[config.mk]
export PLATFORM = sky130hd
export DESIGN_NAME = dtree_mc
export DESIGN_NICKNAME = d
export VERILOG_FILES = /design/src/rtl/dtree_mc_pkg.sv /design/src/rtl/dtree_mc_node_eval.sv /design/src/rtl/dtree_mc.sv
export SDC_FILE = /design/constraint.sdc
export NUM_CORES = 1
export LEC_CHECK = 0
export BUFFER_PORTS_ARGS = -buffer_cell sky130_fd_sc_hd__buf_2
export CAP_MARGIN = 15
export CORE_UTILIZATION = 35
export CTS_CLUSTER_SIZE = 14
export DETAILED_ROUTE_END_ITERATION = 8
export MAX_ROUTING_LAYER = met4
export PLACE_DENSITY = 0.47
export SKIP_CTS_REPAIR_TIMING = 1
export SYNTH_ARGS = -nofsm -noshare
export SYNTH_HDL_FRONTEND = slang
export SYNTH_SLANG_ARGS = --single-unit
[constraint.sdc]
create_clock -name clk -period 10.62 [get_ports clk]
set_input_delay 1.062 -clock clk [delete_from_list [all_inputs] [get_ports clk]]
set_output_delay 1.062 -clock clk [all_outputs]
set_load 0.02 [all_outputs]
[src/rtl/dtree_mc_pkg.sv]
`default_nettype none
// ============================================================================
// Module  : dtree_pkg
// Purpose : Shared types, cfg_field map and width helpers for dtree_mc.
// Revision: 1.0 - initial release
// ============================================================================
package dtree_pkg;

  typedef enum logic [1:0] {
    ST_IDLE = 2'd0,
    ST_EVAL = 2'd1,
    ST_EMIT = 2'd2
  } state_e;

  // Returns at least 1 so that single-entry dimensions still get an index bit.
  function automatic int clog2(input int v);
    int r;
    r = 1;
    while ((1 << r) < v) r++;
    return r;
  endfunction

  function automatic int acc_w(input int in_w, input int coeff_w, input int features);
    return in_w + coeff_w + clog2(features);
  endfunction

  function automatic int field_thresh(input int features);
    return features;
  endfunction

  function automatic int field_leaf(input int features);
    return features + 1;
  endfunction

  localparam int DEF_FEATURES = 3;
  localparam int FIELD_THRESH = field_thresh(DEF_FEATURES);
  localparam int FIELD_LEAF   = field_leaf(DEF_FEATURES);

endpackage
`default_nettype wire

[src/rtl/dtree_mc_node_eval.sv]
`default_nettype none
// ============================================================================
// Module  : dtree_node_eval
// Purpose : Signed dot product of one node's coefficients with the history,
//           compared against the node threshold (d = 1 means go right).
// Revision: 1.0 - initial release
// ============================================================================
module dtree_node_eval
  import dtree_pkg::*;
#(
  parameter  int FEATURES    = 3,
  parameter  int IN_WIDTH    = 10,
  parameter  int COEFF_WIDTH = 4,
  localparam int ACC_W       = acc_w(IN_WIDTH, COEFF_WIDTH, FEATURES),
  localparam int PROD_W      = IN_WIDTH + COEFF_WIDTH
) (
  input  logic signed [IN_WIDTH-1:0]    x_i     [FEATURES],
  input  logic signed [COEFF_WIDTH-1:0] coeff_i [FEATURES],
  input  logic signed [ACC_W-1:0]       thresh_i,
  output logic                          d_o
);

  logic signed [PROD_W-1:0] prod [FEATURES];
  logic signed [ACC_W-1:0]  acc;

  for (genvar g = 0; g < FEATURES; g++) begin : g_term
    assign prod[g] = PROD_W'(x_i[g]) * PROD_W'(coeff_i[g]);
  end

  always_comb begin
    acc = '0;
    for (int f = 0; f < FEATURES; f++) begin
      acc = acc + ACC_W'(prod[f]);
    end
  end

  assign d_o = (acc >= thresh_i);

endmodule
`default_nettype wire

[src/rtl/dtree_mc.sv]
`default_nettype none
// ============================================================================
// Module  : dtree_mc
// Purpose : Multi-channel decision-tree classifier; per-channel history,
//           programmable heap-ordered tree walked one level per cycle.
// Revision: 1.0 - initial release
// ============================================================================
module dtree_mc
  import dtree_pkg::*;
#(
  parameter  int CHANNELS    = 4,
  parameter  int FEATURES    = DEF_FEATURES,
  parameter  int IN_WIDTH    = 10,
  parameter  int COEFF_WIDTH = 4,
  parameter  int DEPTH       = 3,
  localparam int NODES       = (1 << DEPTH) - 1,
  localparam int CH_W        = clog2(CHANNELS),
  localparam int ACC_W       = acc_w(IN_WIDTH, COEFF_WIDTH, FEATURES),
  localparam int NODE_W      = clog2(NODES),
  localparam int FIELD_W     = clog2(FEATURES + 2),
  localparam int LVL_W       = clog2(DEPTH + 1)
) (
  input  logic                clk,
  input  logic                reset,
  input  logic                in_valid,
  output logic                in_ready,
  input  logic [IN_WIDTH-1:0] in_sample,
  input  logic [CH_W-1:0]     in_channel,
  input  logic                cfg_we,
  input  logic [NODE_W-1:0]   cfg_node,
  input  logic [FIELD_W-1:0]  cfg_field,
  input  logic [ACC_W-1:0]    cfg_data,
  output logic                out_valid,
  output logic [LVL_W-1:0]    out_level,
  output logic [DEPTH-1:0]    out_path,
  output logic [CH_W-1:0]     out_channel
);

  localparam int FEAT_W = clog2(FEATURES);
  localparam logic [FIELD_W-1:0] F_NCOEF  = FIELD_W'(FEATURES);
  localparam logic [FIELD_W-1:0] F_THRESH = FIELD_W'(field_thresh(FEATURES));
  localparam logic [FIELD_W-1:0] F_LEAF   = FIELD_W'(field_leaf(FEATURES));

  state_e                        state_q;
  logic [NODE_W-1:0]             node_q;
  logic [LVL_W-1:0]              level_q;
  logic [DEPTH-1:0]              path_q;
  logic [CH_W-1:0]               ch_q;
  logic                          out_valid_q;
  logic [LVL_W-1:0]              out_level_q;
  logic [DEPTH-1:0]              out_path_q;
  logic [CH_W-1:0]               out_channel_q;

  logic signed [IN_WIDTH-1:0]    hist_q   [CHANNELS][FEATURES];
  logic signed [COEFF_WIDTH-1:0] coeff_q  [NODES][FEATURES];
  logic signed [ACC_W-1:0]       thresh_q [NODES];
  logic [NODES-1:0]              leaf_q;

  logic signed [IN_WIDTH-1:0]    sel_x [FEATURES];
  logic signed [COEFF_WIDTH-1:0] sel_c [FEATURES];
  logic                          dec;
  logic                          transfer;
  logic                          accept;
  logic                          cfg_wr;

  assign in_ready = (state_q == ST_IDLE);
  assign transfer = in_valid && in_ready;
  // Out-of-range channels are handshaken but otherwise discarded.
  assign accept   = transfer && ({1'b0, in_channel} < (CH_W + 1)'(CHANNELS));
  assign cfg_wr   = cfg_we && (state_q == ST_IDLE) &&
                    ({1'b0, cfg_node} < (NODE_W + 1)'(NODES));

  always_comb begin
    for (int f = 0; f < FEATURES; f++) begin
      sel_x[f] = hist_q[ch_q][f];
      sel_c[f] = coeff_q[node_q][f];
    end
  end

  dtree_node_eval #(
    .FEATURES    (FEATURES),
    .IN_WIDTH    (IN_WIDTH),
    .COEFF_WIDTH (COEFF_WIDTH)
  ) u_node_eval (
    .x_i      (sel_x),
    .coeff_i  (sel_c),
    .thresh_i (thresh_q[node_q]),
    .d_o      (dec)
  );

  always_ff @(posedge clk) begin
    if (reset) begin
      for (int c = 0; c < CHANNELS; c++) begin
        for (int f = 0; f < FEATURES; f++) hist_q[c][f] <= '0;
      end
      for (int n = 0; n < NODES; n++) begin
        thresh_q[n] <= '0;
        for (int f = 0; f < FEATURES; f++) coeff_q[n][f] <= '0;
      end
      leaf_q <= '0;
    end else begin
      if (cfg_wr) begin
        if (cfg_field < F_NCOEF) begin
          coeff_q[cfg_node][cfg_field[FEAT_W-1:0]] <= cfg_data[COEFF_WIDTH-1:0];
        end else if (cfg_field == F_THRESH) begin
          thresh_q[cfg_node] <= cfg_data;
        end else if (cfg_field == F_LEAF) begin
          leaf_q[cfg_node] <= cfg_data[0];
        end
      end
      if (accept) begin
        for (int f = FEATURES - 1; f > 0; f--) begin
          hist_q[in_channel][f] <= hist_q[in_channel][f-1];
        end
        hist_q[in_channel][0] <= in_sample;
      end
    end
  end

  always_ff @(posedge clk) begin
    if (reset) begin
      state_q       <= ST_IDLE;
      node_q        <= '0;
      level_q       <= '0;
      path_q        <= '0;
      ch_q          <= '0;
      out_valid_q   <= 1'b0;
      out_level_q   <= '0;
      out_path_q    <= '0;
      out_channel_q <= '0;
    end else begin
      out_valid_q <= 1'b0;
      case (state_q)
        ST_IDLE: begin
          if (accept) begin
            ch_q    <= in_channel;
            node_q  <= '0;
            level_q <= '0;
            path_q  <= '0;
            state_q <= ST_EVAL;
          end
        end
        ST_EVAL: begin
          if (level_q == LVL_W'(DEPTH) || leaf_q[node_q]) begin
            state_q <= ST_EMIT;
          end else begin
            path_q[level_q] <= dec;
            level_q         <= level_q + LVL_W'(1);
            // Skip the descent past the last level so node_q stays a valid index.
            if (level_q < LVL_W'(DEPTH - 1)) begin
              node_q <= (node_q << 1) + NODE_W'(1) + NODE_W'(dec);
            end
          end
        end
        ST_EMIT: begin
          out_valid_q   <= 1'b1;
          out_level_q   <= level_q;
          out_path_q    <= path_q;
          out_channel_q <= ch_q;
          state_q       <= ST_IDLE;
        end
        default: state_q <= ST_IDLE;
      endcase
    end
  end

  assign out_valid   = out_valid_q;
  assign out_level   = out_level_q;
  assign out_path    = out_path_q;
  assign out_channel = out_channel_q;

endmodule
`default_nettype wire
==> metrics.txt, run 1 <==
status=finished clean; largest fanout on the critical path=30; vias in the first global route=roughly 13000; Core Region=approximately 60000 sq um; Worst Hold Class=reg -> reg; H-tree lvl count=2; chip width=250 um; vias per cell=5.03; Post-synth top cells=328 x edfxtp_1, 144 x nor2_1, 142 x nand2_1; clock buffer depth=3; Rows=90; maximum vdd drop=0.446 mV; Avg WL per Cell=21.2 um; Layout Utilization=between 30% and 40%; internal power=3.94 mW; CP max stage cell=dfxtp_4; most common cell in the netlist=edfxtp_1; Avg Cell Area, Syn=approximately 13 sq um; Residual DRC=0; Non-Filler Instances=2484; Tcrit/Tclk final=88.2%; leading area contributor after synthesis=edfxtp_1; Worst path top cell family by delay=adder cells; sequential power share=26.9%; Worst slew margin=27.9%; Reg clk slew, reported paths=0.05 ns; reg2reg path depth=34; Final ANT Viol Nets=0; Starting DRT DRC Count=696; clock root cell=clkbuf_16; sum of negative setup slack=0 ns; Buf+Inv Stages, Crit Path=6; pin slew with the least headroom to its limit=~1.1 ns; YS warnings=0; skew final=0.0171 ns; GR Overflow Total=0; pwr dens=about 260 nW/um^2; routability cong.=0.811; switching share of power=37.9%; share of power burned in the clock network=22.9%; crit path DAT=9.80 ns; largest net degree at the start of global routing=103; HP Start=leaf_q[0]$_SDFFE_PP0P_; sequential area share after synthesis=50.4%; first-pass GRT wire length=81.7 mm; DIE HEIGHT=250 um; maxcap violations=0; Placed Cells=approximately 2400; switching pwr=2.40 mW; CP max stage delay=~0.74 ns; Initial Util=around 35%; leading register cell type out of synthesis=edfxtp_1; I/O pins=47; Total GRT Usage=17.7%; mapped cell area=21500 sq um; clk sinks=376; Fin. Hold Viols=0; NumNets Final=1890; first drt pass iteration count=5; number of synthesized flops with an enable pin=328; CTS tree=built; Yosys cell types=60; FILL cells=5723; RSZ-0062 raised after global routing=false; layout cell share with drive strength beyond 1=16.0%; clk_lat worst skew=0.57 ns; CTS Buf Count=44; initial antenna violation count=0; Yosys reg bits=between 300 and 400; final worst path period need=9.36 ns; top cells by area, synth=edfxtp_1 46%, fa_1 11%, mux4_2 9.1%; combinational fraction of design power=50.3%; Worst Hold Endpoint=leaf_q[0]$_SDFFE_PP0P_; post-DP HPWL=35.9 mm; Cells after Synth=1630; CP required=roughly 11 ns; FF-to-FF setup slack=1.26 ns; Yosys top cell area share=45.9%; CP Launch Type=register; Power, Total=6.34 mW; final WL=around 53 mm; fraction of registers with async set/reset=0%; CP most frequent cell=fa_1; Leakage=between 9 and 10 nW; CP endpoint kind=register; ANT cells=0; Buffers on Ports=46; setup ws final=~1.3 ns; Pins Over Slew Limit=0; Area growth, synth to finish=11.7%; Setup Viol. Count Final=0; Vias=12500; Die Area=62300 sq um; Worst Path Class, Setup=reg -> reg; pre-CTS setup slack=1.15 ns; max frequency=107 MHz; hold path depth=2
==> metal layers <==
layer	vias to the layer above	part of all wire, %	GRT usage, %
met4	0	2.1	4.51
met1	6334	47	23.9
met3	68	3.5	2.33
li1	5893	-	-
met2	209	48	28.2
met5	-	0	-
==> through the flow <==
| stage | instance area, sq um | hold slack (ns) |
|---|---|---|
| 2_1_floorplan | 21600 | 0.432 |
| 3_3_place_gp | 22600 | 0.449 |
| 3_5_place_dp | 22600 | 0.465 |
| 4_1_cts | 24000 | 0.476 |
| 5_1_grt | 24000 | 0.513 |
| 6_report | 24000 | 0.481 |
==> cell usage in the layout (no fill, tap or decap), types with 50 or more instances in the layout <==
master / instances
mux4_2: 87
inv_1: 108
mux2i_1: 50
nand2_1: 142
and3_1: 81
and2_1: 81
ha_1: 66
nor2_1: 142
edfxtp_1: 328
fa_1: 118
==> power groups by stage <==
stage | registers [mW] | clock network, mW | logic (mW)
global placement | 1.73 | 0 | 3.26
finish | 1.70 | 1.45 | 3.19
detailed placement | 1.74 | 0 | 3.27
global route | 1.71 | 1.55 | 3.72
CTS | 1.70 | 1.49 | 3.30
floorplan | 1.71 | 0 | 2.35
==> area by class of cell <==
class | instances | area (sq um) | area share (%)
Multi-Input combinational cell | 1063 | 9950 | 41.5
Sequential cell | 376 | 10800 | 45.1
Clock inverter | 15 | 139 | 0.579
Inverter | 108 | 405 | 1.69
Tap cell | 782 | 978 | 4.08
Timing Repair Buffer | 75 | 452 | 1.88
Clock buffer | 65 | 1230 | 5.14
==> worst max path at each step <==
stage	from	endpoint	slack [ns]	cells after the start
global route	register	register	0.45	34
detailed placement	register	register	1.15	33
CTS	register	register	1.14	33
finish	register	register	1.26	34
floorplan	register	register	1.88	34
global placement	register	register	1.26	34
==> logic make-up after synthesis <==
family | count (synthesis) | share of synthesized area [%]
compound gates | 55 | 1.64
xor+xnor | 21 | 0.857
fa+ha+maj | 184 | 14.9
buf+inv | 218 | 3.96
flops | 376 | 50.4
mux | 148 | 12.0
other cells | 1 | 0.0175
simple gates | 627 | 16.3
==> tightest hold or removal path, cell delays in order, from the launching register on <==
cell	delay (ns)
dfxtp_1	0.31
nand2_1	0.06
a21oi_1	0.06
==> flip-flops by register name, indices dropped and copies added, names as in the netlist, named ones only <==
register	cells
level_q	2
thresh_q	128
hist_q	120
state_q	2
out_valid	1
node_q	3
ch_q	2
coeff_q	96
path_q	3
leaf_q	7
out_path	3
out_channel	2
out_level	2
(Power assumes the default switching activity.)
==> run 2: changes to the inputs <==
--- a/config.mk
+++ b/config.mk
@@ -15,4 +15,5 @@
 export SKIP_CTS_REPAIR_TIMING = 1
 export SYNTH_ARGS = -nofsm -noshare
 export SYNTH_HDL_FRONTEND = slang
+export SYNTH_HIERARCHICAL = 1
 export SYNTH_SLANG_ARGS = --single-unit
==> constraint.sdc (replaced) <==
create_clock -name clk -period 10.62 [get_ports clk]
set_input_delay 1.062 -clock clk [delete_from_list [all_inputs] [get_ports clk]]
set_output_delay 1.062 -clock clk [all_outputs]
set_load 0.01 [all_outputs]
==> run 2 against run 1 <==
  * Flip-flop and latch count did not move
  * Largest power group unchanged
  * Critical path type unchanged
  * Cell count increased by 3.0%
  * Die area rose by 1.5%
  * Clock skew grew 0.0061 ns
  * Core utilization fell by 0.38 points
==> metrics.txt, run 2 <==
first-pass GRT wire length=82.1 mm (was 81.7 mm); CP required=11.11 ns (was 11.06 ns); most frequent cells in the layout=328 x edfxtp_1, 162 x nand2_1, 156 x and3_1, 129 x inv_1, 118 x fa_1 (was 328 x edfxtp_1, 142 x nand2_1, 142 x nor2_1, 118 x fa_1, 108 x inv_1); post-DP HPWL=33.9 mm (was 35.9 mm); Core Region=61600 sq um (was 60500 sq um); DIE HEIGHT=251 um (was 250 um); sequential power share=22.2% (was 26.9%); Die Area=63200 sq um (was 62300 sq um); Residual DRC=0 (unchanged); Layout Utilization=39.3% (was 39.6%); RSZ-0062 raised after global routing=false (unchanged); Leakage=9.81 nW (was 9.33 nW); Initial Util=35.4% (was 35.5%); Worst Hold Class=reg -> reg (unchanged); CTS Buf Count=43 (was 44); maxcap violations=0 (unchanged); skew final=0.0231 ns (was 0.0171 ns); Cells after Synth=1672 (was 1630); chip width=251 um (was 250 um); first drt pass iteration count=7 (was 5); sum of negative setup slack=0 ns (unchanged); Worst Path Class, Setup=reg -> reg (unchanged); Placed Area=22900 sq um (was 22600 sq um); number of synthesized flops with an enable pin=328 (unchanged); pin slew with the least headroom to its limit=1.17 ns (was 1.08 ns); Placed Cells=2480 (was 2403); Buffers on Ports=46 (unchanged); vias per cell=5.04 (was 5.03); Total GRT Usage=17.4% (was 17.7%); mapped cell area=21800 sq um (was 21500 sq um); combinational fraction of design power=59.7% (was 50.3%); final worst path period need=8.86 ns (was 9.36 ns); clk sinks=376 (unchanged); Fin. Hold Viols=0 (unchanged); initial antenna violation count=2 (was 0); pre-CTS setup slack=1.64 ns (was 1.15 ns); CTS tree=built (unchanged); H-tree lvl count=2 (unchanged); Yosys top cell area share=45.2% (was 45.9%); biggest regs=thresh_q (128), hist_q (120), coeff_q (96) (unchanged); Reg clk slew, reported paths=0.06 ns (was 0.05 ns); status=finished clean (unchanged); most common cell after layout, fill and taps aside=edfxtp_1 (unchanged); setup ws final=1.76 ns (was 1.26 ns); switching pwr=3.28 mW (was 2.40 mW); Vias=12900 (was 12500); clk_lat worst skew=0.57 ns (about the same); Avg WL per Cell=20.4 um (was 21.2 um); Final ANT Viol Nets=0 (unchanged); CP max stage delay=0.87 ns (was 0.74 ns); CP endpoint kind=register (unchanged); YS warnings=6 (was 0); switching share of power=42.2% (was 37.9%); final WL=52.3 mm (was 52.7 mm); Worst path top cell family by delay=adder cells (unchanged); Non-Filler Instances=2559 (was 2484); Post-synth top cells=328 x edfxtp_1, 162 x nand2_1, 156 x and3_1 (was 328 x edfxtp_1, 144 x nor2_1, 142 x nand2_1); crit path DAT=9.34 ns (was 9.80 ns); Setup Viol. Count Final=0 (unchanged); max frequency=113 MHz (was 107 MHz); Yosys cell types=67 (was 60); Tcrit/Tclk final=83.4% (was 88.2%); largest net degree at the start of global routing=101 (was 103); clock root cell=clkbuf_16 (unchanged); routability cong.=0.796 (was 0.811); vias in the first global route=13800 (was 13300); Area growth, synth to finish=11.0% (was 11.7%); NumNets Final=1911 (was 1890); Pins Over Slew Limit=0 (unchanged); fraction of registers with async set/reset=0% (unchanged); CP Launch Type=register (unchanged); Finished Cell Area=24200 sq um (was 24000 sq um); sequential area share after synthesis=49.6% (was 50.4%); Buf+Inv Stages, Crit Path=7 (was 6); maximum vdd drop=0.403 mV (was 0.446 mV); Avg Cell Area, Syn=13.0 sq um (was 13.2 sq um); max reg flops=128 (unchanged); I/O pins=47 (unchanged); most common cell in the netlist=edfxtp_1 (unchanged); leading register cell type out of synthesis=edfxtp_1 (unchanged); Largest Register=thresh_q (unchanged); Starting DRT DRC Count=851 (was 696); top cells by area, synth=edfxtp_1 45%, fa_1 11%, mux4_2 8.9% (was edfxtp_1 46%, fa_1 11%, mux4_2 9.1%); Rows=91 (was 90); leading area contributor after synthesis=edfxtp_1 (unchanged); internal power=4.50 mW (was 3.94 mW); Worst slew margin=22.1% (was 27.9%); pwr dens=322 nW/um^2 (was 264 nW/um^2); GR Overflow Total=0 (unchanged); share of power burned in the clock network=18.1% (was 22.9%); layout cell share with drive strength beyond 1=15.5% (was 16.0%); largest fanout on the critical path=36 (was 30); CP max stage cell=dfxtp_4 (unchanged); Yosys reg bits=376 (unchanged); clock buffer depth=3 (unchanged)
[run 2: path summary, 6_finish.rpt]
| check | start | end | slack [ns] | cells after the start |
|---|---|---|---|---|
| max | register | node_q[2]$_SDFFE_PP0P_ | 1.76 | 32 |
| min | thresh_q[6][0]$_SDFFE_PP0P_ | thresh_q[6][0]$_SDFFE_PP0P_ | 0.45 | 2 |
| max reg2reg | register | node_q[2]$_SDFFE_PP0P_ | 1.76 | 32 |
| min reg2reg | thresh_q[6][0]$_SDFFE_PP0P_ | thresh_q[6][0]$_SDFFE_PP0P_ | 0.45 | 2 |
[run 2: through the flow]
step                hold slack (ns)  total power [mW]
floorplan                     0.432              5.13
global placement              0.438              6.41
detailed placement            0.445              6.46
CTS                           0.451              7.91
global route                  0.472              8.52
finish                        0.450              7.78
[run 2: cell families after synthesis]
group / count (synthesis) / synth area share (%)
buffers and inverters: 252 / 4.47
muxes: 123 / 10.8
AOI/OAI and AO/OA: 92 / 2.72
and+or+nand+nor: 626 / 17.0
xor gates and xnor gates: 18 / 0.724
adders and majority gates: 184 / 14.6
DFF: 376 / 49.6
other: 1 / 0.0172
[run 2: power by group through the flow]
stage               sequential [mW]  clock, mW  combinational, mW
global placement               1.76          0               4.65
detailed placement             1.76          0               4.70
CTS                            1.73       1.44               4.74
floorplan                      1.72          0               3.41
global route                   1.74       1.49               5.30
finish                         1.73       1.41               4.65
[run 2: worst reg2reg max path: cells and delay by family (launching register included)]
family	cells	cell delay [ns]
flip-flops	1	0.87
buffers and inverters	7	0.99
AO/OA/AOI/OAI	6	1.37
multiplexers	2	0.96
AND/OR/NAND/NOR	5	0.81
XOR/XNOR	2	0.24
adder cells (fa/ha/maj)	10	3.55
[run 2: cell type report]
| type | count | area (sq um) |
|---|---|---|
| Inverter | 130 | 488 |
| Antenna cell | 1 | 2.50 |
| Timing Repair Buffer | 67 | 385 |
| Clock inverter | 19 | 184 |
| Multi-Input combinational cell | 1071 | 10100 |
| Sequential cell | 376 | 10800 |
| Clock buffer | 58 | 1130 |
| Tap cell | 837 | 1050 |
| Fill cell | 5813 | 37400 |
[run 2: metal layers]
metal / share of wire [%] / track usage (%) / routed length (um)
met5: 0 / - / 0
met4: 1.8 / 4.15 / 962
met3: 3.4 / 2.32 / 1770
met2: 48 / 27.9 / 25000
met1: 47 / 23.3 / 24500
